===== src/rtl/branch_cmp_pipe_if.sv =====
// branch_cmp_pipe_if: operand/control inputs and result/counter outputs of the compare pipe
interface branch_cmp_pipe_if #(parameter int WIDTH = 32, parameter int CNT_W = 16);
  logic             in_valid;
  logic             stall;
  logic             flush;
  logic             clr_cnt;
  logic [WIDTH-1:0] D1;
  logic [WIDTH-1:0] D2;
  logic [3:0]       CMP_CTR;
  logic             out_valid;
  logic             RES_CMP;
  logic [CNT_W-1:0] taken_cnt;
  modport master (output in_valid, stall, flush, clr_cnt, D1, D2, CMP_CTR,
                  input  out_valid, RES_CMP, taken_cnt);
  modport slave  (input  in_valid, stall, flush, clr_cnt, D1, D2, CMP_CTR,
                  output out_valid, RES_CMP, taken_cnt);
endinterface


===== src/rtl/branch_cmp_pipe.sv =====
// branch_cmp_pipe: 1- or 2-stage branch condition evaluator with saturating taken counter
module branch_cmp_pipe #(
  parameter int WIDTH  = 32,
  parameter int STAGES = 1,
  parameter int CNT_W  = 16
) (
  input logic             clk,
  input logic             rst_n,
  branch_cmp_pipe_if.slave bus
);
  function automatic logic cmp(input logic [WIDTH-1:0] a, input logic [WIDTH-1:0] b,
                               input logic [3:0] c);
    logic n, z;
    n = a[WIDTH-1];
    z = (a == '0);
    case (c)
      4'b0110: return a == b;
      4'b0001: return a != b;
      4'b0010: return !n;
      4'b0011: return !n && !z;
      4'b0100: return n || z;
      4'b0101: return n;
      4'b1000: return $signed(a) <  $signed(b);
      4'b1001: return $signed(a) >= $signed(b);
      4'b1010: return a <  b;
      4'b1011: return a >= b;
      default: return 1'b0;
    endcase
  endfunction
  logic             s_v;
  logic [WIDTH-1:0] s_d1, s_d2;
  logic [3:0]       s_ctr;
  // Evaluation source: raw inputs for one stage, registered operands for two
  generate
    if (STAGES == 2) begin : g_two
      always_ff @(posedge clk or negedge rst_n)
        if (!rst_n) begin
          s_v   <= 1'b0;
          s_d1  <= '0;
          s_d2  <= '0;
          s_ctr <= '0;
        end else if (bus.flush) begin
          s_v <= 1'b0;
        end else if (!bus.stall) begin
          s_v   <= bus.in_valid;
          s_d1  <= bus.D1;
          s_d2  <= bus.D2;
          s_ctr <= bus.CMP_CTR;
        end
    end else begin : g_one
      assign s_v   = bus.in_valid;
      assign s_d1  = bus.D1;
      assign s_d2  = bus.D2;
      assign s_ctr = bus.CMP_CTR;
    end
  endgenerate
  always_ff @(posedge clk or negedge rst_n)
    if (!rst_n) begin
      bus.out_valid <= 1'b0;
      bus.RES_CMP   <= 1'b0;
    end else if (bus.flush) begin
      bus.out_valid <= 1'b0;
      bus.RES_CMP   <= 1'b0;
    end else if (!bus.stall) begin
      bus.out_valid <= s_v;
      bus.RES_CMP   <= s_v && cmp(s_d1, s_d2, s_ctr);
    end
  always_ff @(posedge clk or negedge rst_n)
    if (!rst_n) bus.taken_cnt <= '0;
    else if (bus.clr_cnt) bus.taken_cnt <= '0;
    else if (bus.out_valid && bus.RES_CMP && !bus.stall && !bus.flush && !(&bus.taken_cnt))
      bus.taken_cnt <= bus.taken_cnt + 1'b1;
endmodule


===== src/flat_wrapper.sv =====
// flat-port wrapper written by rule: the top's interface ports become plain ports
module branch_cmp_pipe_flat 
#(
  parameter int WIDTH  = 32,
  parameter int STAGES = 1,
  parameter int CNT_W  = 16
)
  (clk, rst_n, bus_in_valid, bus_stall, bus_flush, bus_clr_cnt, bus_D1, bus_D2, bus_CMP_CTR, bus_out_valid, bus_RES_CMP, bus_taken_cnt);
  branch_cmp_pipe_if #(.WIDTH(WIDTH), .CNT_W(CNT_W)) bus_i ();
  input logic clk;
  input logic rst_n;
  input wire logic [$bits(bus_i.in_valid)-1:0] bus_in_valid;
  input wire logic [$bits(bus_i.stall)-1:0] bus_stall;
  input wire logic [$bits(bus_i.flush)-1:0] bus_flush;
  input wire logic [$bits(bus_i.clr_cnt)-1:0] bus_clr_cnt;
  input wire logic [$bits(bus_i.D1)-1:0] bus_D1;
  input wire logic [$bits(bus_i.D2)-1:0] bus_D2;
  input wire logic [$bits(bus_i.CMP_CTR)-1:0] bus_CMP_CTR;
  output wire logic [$bits(bus_i.out_valid)-1:0] bus_out_valid;
  output wire logic [$bits(bus_i.RES_CMP)-1:0] bus_RES_CMP;
  output wire logic [$bits(bus_i.taken_cnt)-1:0] bus_taken_cnt;
  assign bus_i.in_valid = bus_in_valid;
  assign bus_i.stall = bus_stall;
  assign bus_i.flush = bus_flush;
  assign bus_i.clr_cnt = bus_clr_cnt;
  assign bus_i.D1 = bus_D1;
  assign bus_i.D2 = bus_D2;
  assign bus_i.CMP_CTR = bus_CMP_CTR;
  assign bus_out_valid = bus_i.out_valid;
  assign bus_RES_CMP = bus_i.RES_CMP;
  assign bus_taken_cnt = bus_i.taken_cnt;
  branch_cmp_pipe #(.WIDTH(WIDTH), .STAGES(STAGES), .CNT_W(CNT_W)) u_core (.clk(clk), .rst_n(rst_n), .bus(bus_i));
endmodule

===== config.mk =====
export PLATFORM = sky130hd
export DESIGN_NAME = branch_cmp_pipe_flat
export DESIGN_NICKNAME = d
export VERILOG_FILES = /design/src/rtl/branch_cmp_pipe_if.sv /design/src/rtl/branch_cmp_pipe.sv /design/src/flat_wrapper.sv
export SDC_FILE = /design/constraint.sdc
export NUM_CORES = 1
export LEC_CHECK = 0
export ABC_AREA = 1
export CORE_MARGIN = 4
export CORE_UTILIZATION = 45
export CTS_CLUSTER_SIZE = 24
export DETAILED_ROUTE_END_ITERATION = 6
export GPL_TIMING_DRIVEN = 1
export PLACE_DENSITY = 0.86
export SKIP_LAST_GASP = 1
export SYNTH_ARGS = -nofsm -noshare
export SYNTH_HDL_FRONTEND = slang
export SYNTH_SLANG_ARGS = --single-unit

===== constraint.sdc =====
create_clock -name clk -period 3.2 [get_ports clk]
set_input_delay 0.48 -clock clk [delete_from_list [all_inputs] [get_ports clk]]
set_output_delay 0.48 -clock clk [all_outputs]
set_load 0.1 [all_outputs]

# Word level (Yosys, flattened, before mapping)

Cells that the tools add are included.

Logic and storage cells: 45
Register bits: 18
Bits of input ports: 74
Output and inout port bits: 18

Muxes and demuxes: 9
$lt $le $gt $ge: 4
Reductions and logical operators: 15
$add $sub $neg: 1
Equal/unequal tests: 13

Operators with widths:

| cell                    | number |
|---|---|
| $ge A32 B32 Y1          | 2 |
| $lt A32 B32 Y1          | 2 |
| $eq A32 B32 Y1          | 1 |
| $logic_not A32 Y1       | 1 |
| $mux W16                | 2 |
| $ne A32 B32 Y1          | 1 |
| $add A16 B1 Y16 const B | 1 |
| $eq A4 B4 Y1 const B    | 4 |
| $reduce_and A16 Y1      | 1 |
| $eq A4 B3 Y1 const B    | 3 |
| $pmux W1 S10            | 1 |
| $eq A4 B2 Y1 const B    | 2 |
| $logic_and A1 B1 Y1     | 6 |
| $mux W1                 | 6 |
| $logic_not A1 Y1        | 5 |
| $eq A4 B1 Y1 const B    | 1 |
| $ne A2 B1 Y1 const B    | 1 |
| $reduce_bool A2 Y1      | 1 |
| $logic_or A1 B1 Y1      | 1 |

# Longest topological paths before layout

Gate-level depths: netlist of run 1.

Word-level depth: 9
Mapped depth: 19
Depth with buffers taken out: 19

# Least setup slack after synthesis of run 1

OpenSTA, ideal clock, no wires.

Kind: register -> register
Start point: register u_core.bus.taken_cnt[1]
End point: register u_core.bus.taken_cnt[11]
Period minus slack after synthesis: 2284 ps
Arrival: 2162 ps
Setup time: 122 ps
Buffers on the path: 0
Required time: 3078 ps
Path slack: 916 ps
Stages on the path, launching flop included: 10
Cell sequence: dfrtp_1 -> ha_1 -> nand2_1 -> nor3_1 -> nand3_2 -> nand2_4 -> nor3_2 -> nand2_1 -> nor2_1 -> o211a_1

Cells in the longest elaborated chain, start to end: 4
Elaborated cells on any way between the ends: 7
Those cells by class: add/sub (1); mux (2); reduce/logical (4)

RTL lines:

| what                                                                    | line                     | source |
|---|---|---|
| start: declaration                                                      | branch_cmp_pipe_if.sv:16 | `output out_valid, RES_CMP, taken_cnt);` |
| start signal: assignment                                                | branch_cmp_pipe.sv:72    | `bus.taken_cnt <= bus.taken_cnt + 1'b1;` |
| parallel branches: the longest is 4 deep, another holds $add A16 B1 Y16 | -                        |  |

Several ways; the timed one is not identified. The select of a mux whose other input is x is not followed.
A chain may end at the register's enable or synchronous reset.

# Worst setup path in the final report of run 1

Start point: input port bus_D1[31]
End point: register u_core.bus.RES_CMP

Cells in the longest elaborated chain, start to end: 9
Elaborated cells on any way between the ends: 17
Those cells by class: order compare (4); eq/ne (2); mux (5); reduce/logical (6)

RTL lines:

| what                                                                   | line                     | source |
|---|---|---|
| start: declaration                                                     | flat_wrapper.sv:16       | `input wire logic [$bits(bus_i.D1)-1:0] bus_D1;` |
| parallel branches: the longest is 3 deep, another holds $ge A32 B32 Y1 | -                        |  |
| $pmux W1 S10 *                                                         | branch_cmp_pipe.sv:16    | `case (c)` |
| $mux W1 *                                                              | branch_cmp_pipe.sv:64    | `end else if (!bus.stall) begin` |
| $mux W1 *                                                              | branch_cmp_pipe.sv:61    | `end else if (bus.flush) begin` |
| $logic_and A1 B1 Y1 *                                                  | branch_cmp_pipe.sv:66    | `bus.RES_CMP <= s_v && cmp(s_d1, s_d2, s_ctr);` |
| $mux W1 *                                                              | branch_cmp_pipe.sv:64    |  |
| $mux W1 *                                                              | branch_cmp_pipe.sv:61    |  |
| end signal: assignment                                                 | branch_cmp_pipe.sv:66    |  |
| end: declaration                                                       | branch_cmp_pipe_if.sv:16 |  |

Mark *: on every way between the ends. The select of a mux whose other input is x is not followed.

==> impl_metrics.env, run 1 <==
export IMPL_status="completed"
export IMPL_fin_ws_ns=0.885
export IMPL_async_reset_ff_frac=1.00
export IMPL_min_period_ns=2.32
export IMPL_insertion_delay_ns=0.25
export IMPL_post_cts_resized=0
export IMPL_nNetsFinal=529
export IMPL_cts_buffers=3
export IMPL_ff2ff_path_depth=8
export IMPL_yosys_most_used_dff="dfrtp_1"
export IMPL_vias=2321
export IMPL_grt_max_degree=19
export IMPL_gp_congestion=0.837
export IMPL_switching_share=0.279
export IMPL_die_y_microns=76.3
export IMPL_setup_viol=0
export IMPL_report_final_slew_viol_count=0
export IMPL_cts_root_buf="clkbuf_8"
export IMPL_min_period_over_period=0.723
export IMPL_ant_nets=0
export IMPL_postLayoutCoreUtil=0.694
export IMPL_synth_seq_area_share=0.215
export IMPL_clock_sink_count=18
export IMPL_fill_cells=392
export IMPL_worstPathRequired_ns=3.34
export IMPL_die_area_sq_um=5820
export IMPL_p_comb_frac=0.366
export IMPL_tns_ns=0
export IMPL_post_cts_buffers=0
export IMPL_io_pins=92
export IMPL_yosys_warnings=0
export IMPL_criticalPathCategory="in2reg"
export IMPL_drtIter0Drc=80
export IMPL_antenna_found_initial=0
export IMPL_grt_pass1_wl_mm=9.45
export IMPL_timing_rr_end="u_core.bus.taken_cnt[14]"
export IMPL_max_freq_ghz=0.432
export IMPL_r2r_slack_ns=1.43
export IMPL_critPathLaunch="bus_D1[31]"
export IMPL_cp_max_fo=4
export IMPL_reg2reg_from="u_core.bus.taken_cnt[0]"
export IMPL_critical_path_endpoint="u_core.bus.RES_CMP"
export IMPL_clk_pin_slew_ns=0.07
export IMPL_grt_usage=0.188
export IMPL_tightest_slew_ns=0.964
export IMPL_p_sw_uw=182
export IMPL_grt_ovfl_total=0
export IMPL_synthesis_area_sq_um=2100
export IMPL_ys_ff_latch=18
export IMPL_finalPower_uw=652
export IMPL_rows=24
export IMPL_cts_htree_levels=1
export IMPL_power_per_cell_area_nw_per_um2=211
export IMPL_numPortBuffers=91
export IMPL_clock_power_share=0.282
export IMPL_p_int_uw=470
export IMPL_hp_start="u_core.bus.taken_cnt[9]"
export IMPL_syn_to_final_growth_pct=46.9
export IMPL_synthesis_nets=434
export IMPL_diodes=0
export IMPL_drc=0
export IMPL_drv_cap=0
export IMPL_multi_input_area_sq_um=1400
export IMPL_wl_mm=5.21
export IMPL_slew_limit_headroom=0.355
export IMPL_core_area_sq_um=4440
export IMPL_clockBufferDepth=2
export IMPL_postCtsHoldBufs=0
export IMPL_firstDrtPassIters=4
export IMPL_leakage_uw=0.00159
export IMPL_grt_pass1_vias=2270
export IMPL_start_util=0.472
export IMPL_layout_area_seq_sq_um=450
export IMPL_rsz0062_at_grt="false"
export IMPL_synth_cell_types=26
export IMPL_min_path_type="reg2reg"
export IMPL_hold_viol_final=0
export IMPL_via_per_inst=4.91
export IMPL_post_dp_hpwl_mm=4.64
export IMPL_syn_inst=327
export IMPL_ir_drop_mv=0.194
export IMPL_pre_cts_ws_ns=0.618
export IMPL_start_kind="input port"
export IMPL_fin_hold_ws_ns=0.545
export IMPL_finClkSkew_ns=0.00343
export IMPL_post_drt_wl_per_cell_microns=11.0
export IMPL_synth_edf_count=0
export IMPL_endpoint_kind="flip-flop"
export IMPL_die_x_microns=76.3
export IMPL_p_seq_frac=0.352
export IMPL_layout_drive_gt1_share=0.0879
export IMPL_avgSynthCellArea_sq_um=6.42
export IMPL_crit_arrival_ns=2.46
export IMPL_cts_tree="yes"
-- kinds of logic (layout without fill, tap and decap cells) --
family	after synthesis	count (layout)	synth area share
xor gates and xnor gates	1	1	0.00417
AOI/OAI and AO/OA	45	45	0.123
and+or+nand+nor	164	164	0.344
DFF	18	18	0.215
adders and majority gates	33	33	0.197
buffers and inverters	66	160	0.118
-- critical path, cell delays in order --
cell and delay [ns]:
clkdlybuf4s50_1 0.50, ha_1 0.39, nand2_2 0.08, nor2_2 0.13
nand2_2 0.08, nor2_4 0.10, nand2_2 0.08, o21ai_1 0.13
nand2_1 0.06, nor2_1 0.09, nand2_1 0.06, nor2_1 0.10
nand3_1 0.08, nand2_1 0.06, nand2_1 0.04
-- metal layers --
layer	up-vias	track usage	routed length, microns
met5	-	0	0
met4	0	0.0199	23
met3	2	0.0402	285
met2	58	0.363	2750
met1	1027	0.215	2150
li1	1234	-	-
-- how the worst min path moves through the flow --
stage	cells after the start	endpoint
after floorplan	0	u_core.bus.RES_CMP
after global placement	2	u_core.bus.taken_cnt[14]
after detailed placement	2	u_core.bus.taken_cnt[9]
after CTS	2	u_core.bus.taken_cnt[9]
after global routing	2	u_core.bus.taken_cnt[9]
final	2	u_core.bus.taken_cnt[9]
-- cells in the final DEF, fill, tap and decap left out, types with 2 or more instances in the layout --
master and n:
clkdlybuf4s50_1 74, nor4_1 3, nand2_2 4, nor3_2 2
o21ai_1 2, ha_1 33, nor2_4 2, o21a_1 4
nand4_1 3, o21ai_0 10, nand3_2 2, inv_1 64
buf_4 17, nor2_2 3, dfrtp_1 18, clkbuf_8 4
a31oi_1 4, nor2_1 46, a21oi_1 22, nor3_1 5
nand2_1 77, nand3_1 16
-- synth_stat cells, types with 2 or more instances --
library cell | number | share of area
inv_1 | 64 | 0.11
o21a_1 | 4 | 0.014
o21ai_0 | 10 | 0.024
nand3_2 | 2 | 0.0095
o21ai_1 | 2 | 0.0048
a21oi_1 | 22 | 0.052
nor4_1 | 3 | 0.0089
nand2_2 | 4 | 0.012
nor3_2 | 2 | 0.0095
nor2_4 | 2 | 0.011
dfrtp_1 | 18 | 0.21
nor2_2 | 3 | 0.0089
nand3_1 | 16 | 0.038
nor2_1 | 46 | 0.082
nand2_1 | 77 | 0.14
a31oi_1 | 4 | 0.012
nand4_1 | 3 | 0.0089
ha_1 | 33 | 0.20
nor3_1 | 5 | 0.012
-- flip-flops by register name, indices dropped and copies added, names as in the netlist --
| register | flops |
|---|---|
| u_core.bus.out_valid | 1 |
| u_core.bus.taken_cnt | 16 |
| u_core.bus.RES_CMP | 1 |
-- power by group through the flow --
stage / combinational (uW) / clock (uW) / sequential (uW)
final: 239 / 184 / 229
after global routing: 274 / 201 / 229
after CTS: 242 / 188 / 229
after detailed placement: 240 / 0 / 234
after global placement: 235 / 0 / 234
after floorplan: 106 / 0 / 241
-- layout make-up --
cell class	instances	area share
clock buffers	4	0.0178
flip-flops and latches	18	0.146
well taps	52	0.0211
inverters	65	0.0791
repair buffers	91	0.282
multi-input cells	243	0.454
-- through the flow --
stage / cells / cell area [sq um]
after global routing: 473 / 3080
after floorplan: 327 / 2100
after global placement: 469 / 3030
after CTS: 473 / 3080
after detailed placement: 469 / 3030
final: 473 / 3080
Note: power is estimated with default switching activity, not from simulation.
==> run 2: changes to the inputs <==
--- a/config.mk
+++ b/config.mk
@@ -7,11 +7,11 @@
 export LEC_CHECK = 0
 export ABC_AREA = 1
 export CORE_MARGIN = 4
-export CORE_UTILIZATION = 45
+export CORE_UTILIZATION = 39
 export CTS_CLUSTER_SIZE = 24
 export DETAILED_ROUTE_END_ITERATION = 6
 export GPL_TIMING_DRIVEN = 1
-export PLACE_DENSITY = 0.86
+export PLACE_DENSITY = 0.79
 export SKIP_LAST_GASP = 1
 export SYNTH_ARGS = -nofsm -noshare
 export SYNTH_HDL_FRONTEND = slang
==> constraint.sdc (replaced) <==
create_clock -name clk -period 2 [get_ports clk]
set_input_delay 0.3 -clock clk [delete_from_list [all_inputs] [get_ports clk]]
set_output_delay 0.3 -clock clk [all_outputs]
set_load 0.1 [all_outputs]
==> impl_metrics.env, run 2 (same netlist as run 1, synthesis figures left out) <==
export IMPL_cpMaxStageDelayCell="clkdlybuf4s50_1"
export IMPL_nNetsFinal=545
export IMPL_min_path_type="in2async"
export IMPL_wl_mm=7.29
export IMPL_status="finished, violations left"
export IMPL_cpMostUsedCell="nand2_1"
export IMPL_drv_cap=0
export IMPL_syn_to_final_growth_pct=84.4
export IMPL_pre_cts_ws_ns=-0.300
export IMPL_crit_arrival_ns=2.18
export IMPL_grt_pass1_vias=2280
export IMPL_largest_reg_flops=16
export IMPL_cts_htree_levels=1
export IMPL_setup_viol=1
export IMPL_via_per_inst=5.00
export IMPL_die_area_sq_um=6620
export IMPL_violations="negative setup slack"
export IMPL_drc=0
export IMPL_firstDrtPassIters=6
export IMPL_grt_ovfl_total=0
export IMPL_layout_drive_gt1_share=0.352
export IMPL_io_pins=92
export IMPL_fill_cells=357
export IMPL_min_period_ns=2.03
export IMPL_largest_register="u_core.bus.taken_cnt"
export IMPL_ant_nets=0
export IMPL_antenna_found_initial=1
export IMPL_max_freq_ghz=0.493
export IMPL_tightest_slew_ns=0.474
export IMPL_cp_max_fo=3
export IMPL_cts_root_buf="clkbuf_8"
export IMPL_insertion_delay_ns=0.26
export IMPL_die_x_microns=81.4
export IMPL_die_y_microns=81.4
export IMPL_grt_usage=0.168
export IMPL_worstPathRequired_ns=2.16
export IMPL_leakage_uw=0.00218
export IMPL_cts_buffers=3
export IMPL_gp_congestion=0.871
export IMPL_clockBufferDepth=2
export IMPL_crit_chain="clkdlybuf4s50_1 -> ha_1 -> nand2_1 -> nor2_1 -> nand2_2 -> nor2_4 -> nand2_2 -> o21ai_1 -> nand2_1 -> nor2_1 -> nand2_1 -> nor2_1 -> nand3_1 -> nand2_1 -> nand2_1"
export IMPL_final_common_cell="nand2_1"
export IMPL_top_regs="u_core.bus.taken_cnt: 16 flops, u_core.bus.RES_CMP: 1 flops, u_core.bus.out_valid: 1 flops"
export IMPL_grt_pass1_wl_mm=8.89
export IMPL_start_util=0.406
export IMPL_hold_viol_final=0
export IMPL_grt_max_degree=19
export IMPL_ir_drop_mv=0.326
export IMPL_slew_limit_headroom=0.681
export IMPL_tns_ns=-0.0284
export IMPL_vias=2547
export IMPL_criticalPathCategory="in2reg"
export IMPL_slowest_delay_ns=0.43
export IMPL_post_drt_wl_per_cell_microns=14.3
export IMPL_numPortBuffers=91
export IMPL_core_area_sq_um=5170
export IMPL_min_period_over_period=1.01
export IMPL_fin_ws_ns=-0.0284
export IMPL_drtIter0Drc=99
export IMPL_clk_pin_slew_ns=0.07
export IMPL_rows=26
export IMPL_finClkSkew_ns=0.00174
export IMPL_start_kind="input port"
export IMPL_endpoint_kind="flip-flop"
export IMPL_post_dp_hpwl_mm=4.80
export IMPL_cts_tree="yes"
export IMPL_mostFrequentLayoutCells="61 x nand2_1, 59 x dlymetal6s2s_1, 39 x nor2_1"
export IMPL_rsz0062_at_grt="true"
export IMPL_clock_sink_count=18
export IMPL_report_final_slew_viol_count=0
export IMPL_power_per_cell_area_nw_per_um2=315
-- run 2: cell types whose count changed in the layout (fill, tap and decap cells not counted), sizes merged --
cell and delta:
dlymetal6s2s +59, buf +17, diode +2, clkdlybuf4s50 -60
-- run 2: path summary, 6_finish.rpt --
check                                         start                       end  slack (ns)  cells past startpoint
min in group clk           u_core.bus.taken_cnt[10]  u_core.bus.taken_cnt[10]        0.52                      1
hold / removal                                rst_n  u_core.bus.taken_cnt[10]        0.36                      2
max in group asynchronous                     rst_n   u_core.bus.taken_cnt[5]        1.42                      2
setup / recovery                         bus_D1[24]        u_core.bus.RES_CMP       -0.03                     15
setup reg to reg            u_core.bus.taken_cnt[0]  u_core.bus.taken_cnt[13]        0.27                      9
hold reg to reg            u_core.bus.taken_cnt[10]  u_core.bus.taken_cnt[10]        0.52                      1
-- run 2: report_power, final --
part | switching, uW | internal (uW) | leakage [uW]
combinational | 265 | 285 | 0.00193
clock | 129 | 175 | 0.0000288
sequential | 1.44 | 365 | 0.000226
-- run 2: cell type report --
class	count	area, sq um	area share
Multi-Input combinational cell	243	1880	0.485
Timing Repair Buffer	107	1130	0.293
Sequential cell	18	469	0.121
Inverter	65	244	0.0630
Tap cell	70	87.6	0.0226
Clock buffer	4	55.1	0.0142
Antenna cell	2	5.00	0.00129
-- run 2: stage by stage --
stage,hold slack (ns),area [sq um],instances,power (uW),util
finish,0.364,3870,509,1220,0.748
floorplan,0.00441,2120,327,555,-
global placement,0.500,3160,499,767,0.611
global route,0.385,3870,509,1290,0.748
detailed placement,0.507,3160,499,776,0.611
CTS,0.376,3250,503,1090,0.628
-- run 2: critical path: cells and delay by family --
family	cells	cell delay, ns
AND/OR/NAND/NOR	12	0.98
adder cells (fa/ha/maj)	1	0.29
AO/OA/AOI/OAI	1	0.17
buffers and inverters	1	0.43
-- run 2: layer usage --
metal | track usage | up-vias | part of all wire
met1 | 0.188 | 1148 | 0.36
met4 | 0.0389 | 0 | 0.043
met2 | 0.327 | 95 | 0.54
li1 | - | 1272 | -
met5 | 0 | - | 0
met3 | 0.0233 | 32 | 0.055
-- run 2: repair_timing --
| action | CTS | global route |
|---|---|---|
| setup buffers | 0 | 4 |
| endpoints found under the setup margin | 1 | 2 |
| cloned | 0 | 0 |
| hold buffers | 0 | 0 |
| pin swaps | 8 | 54 |
| resized for setup | 5 | 147 |
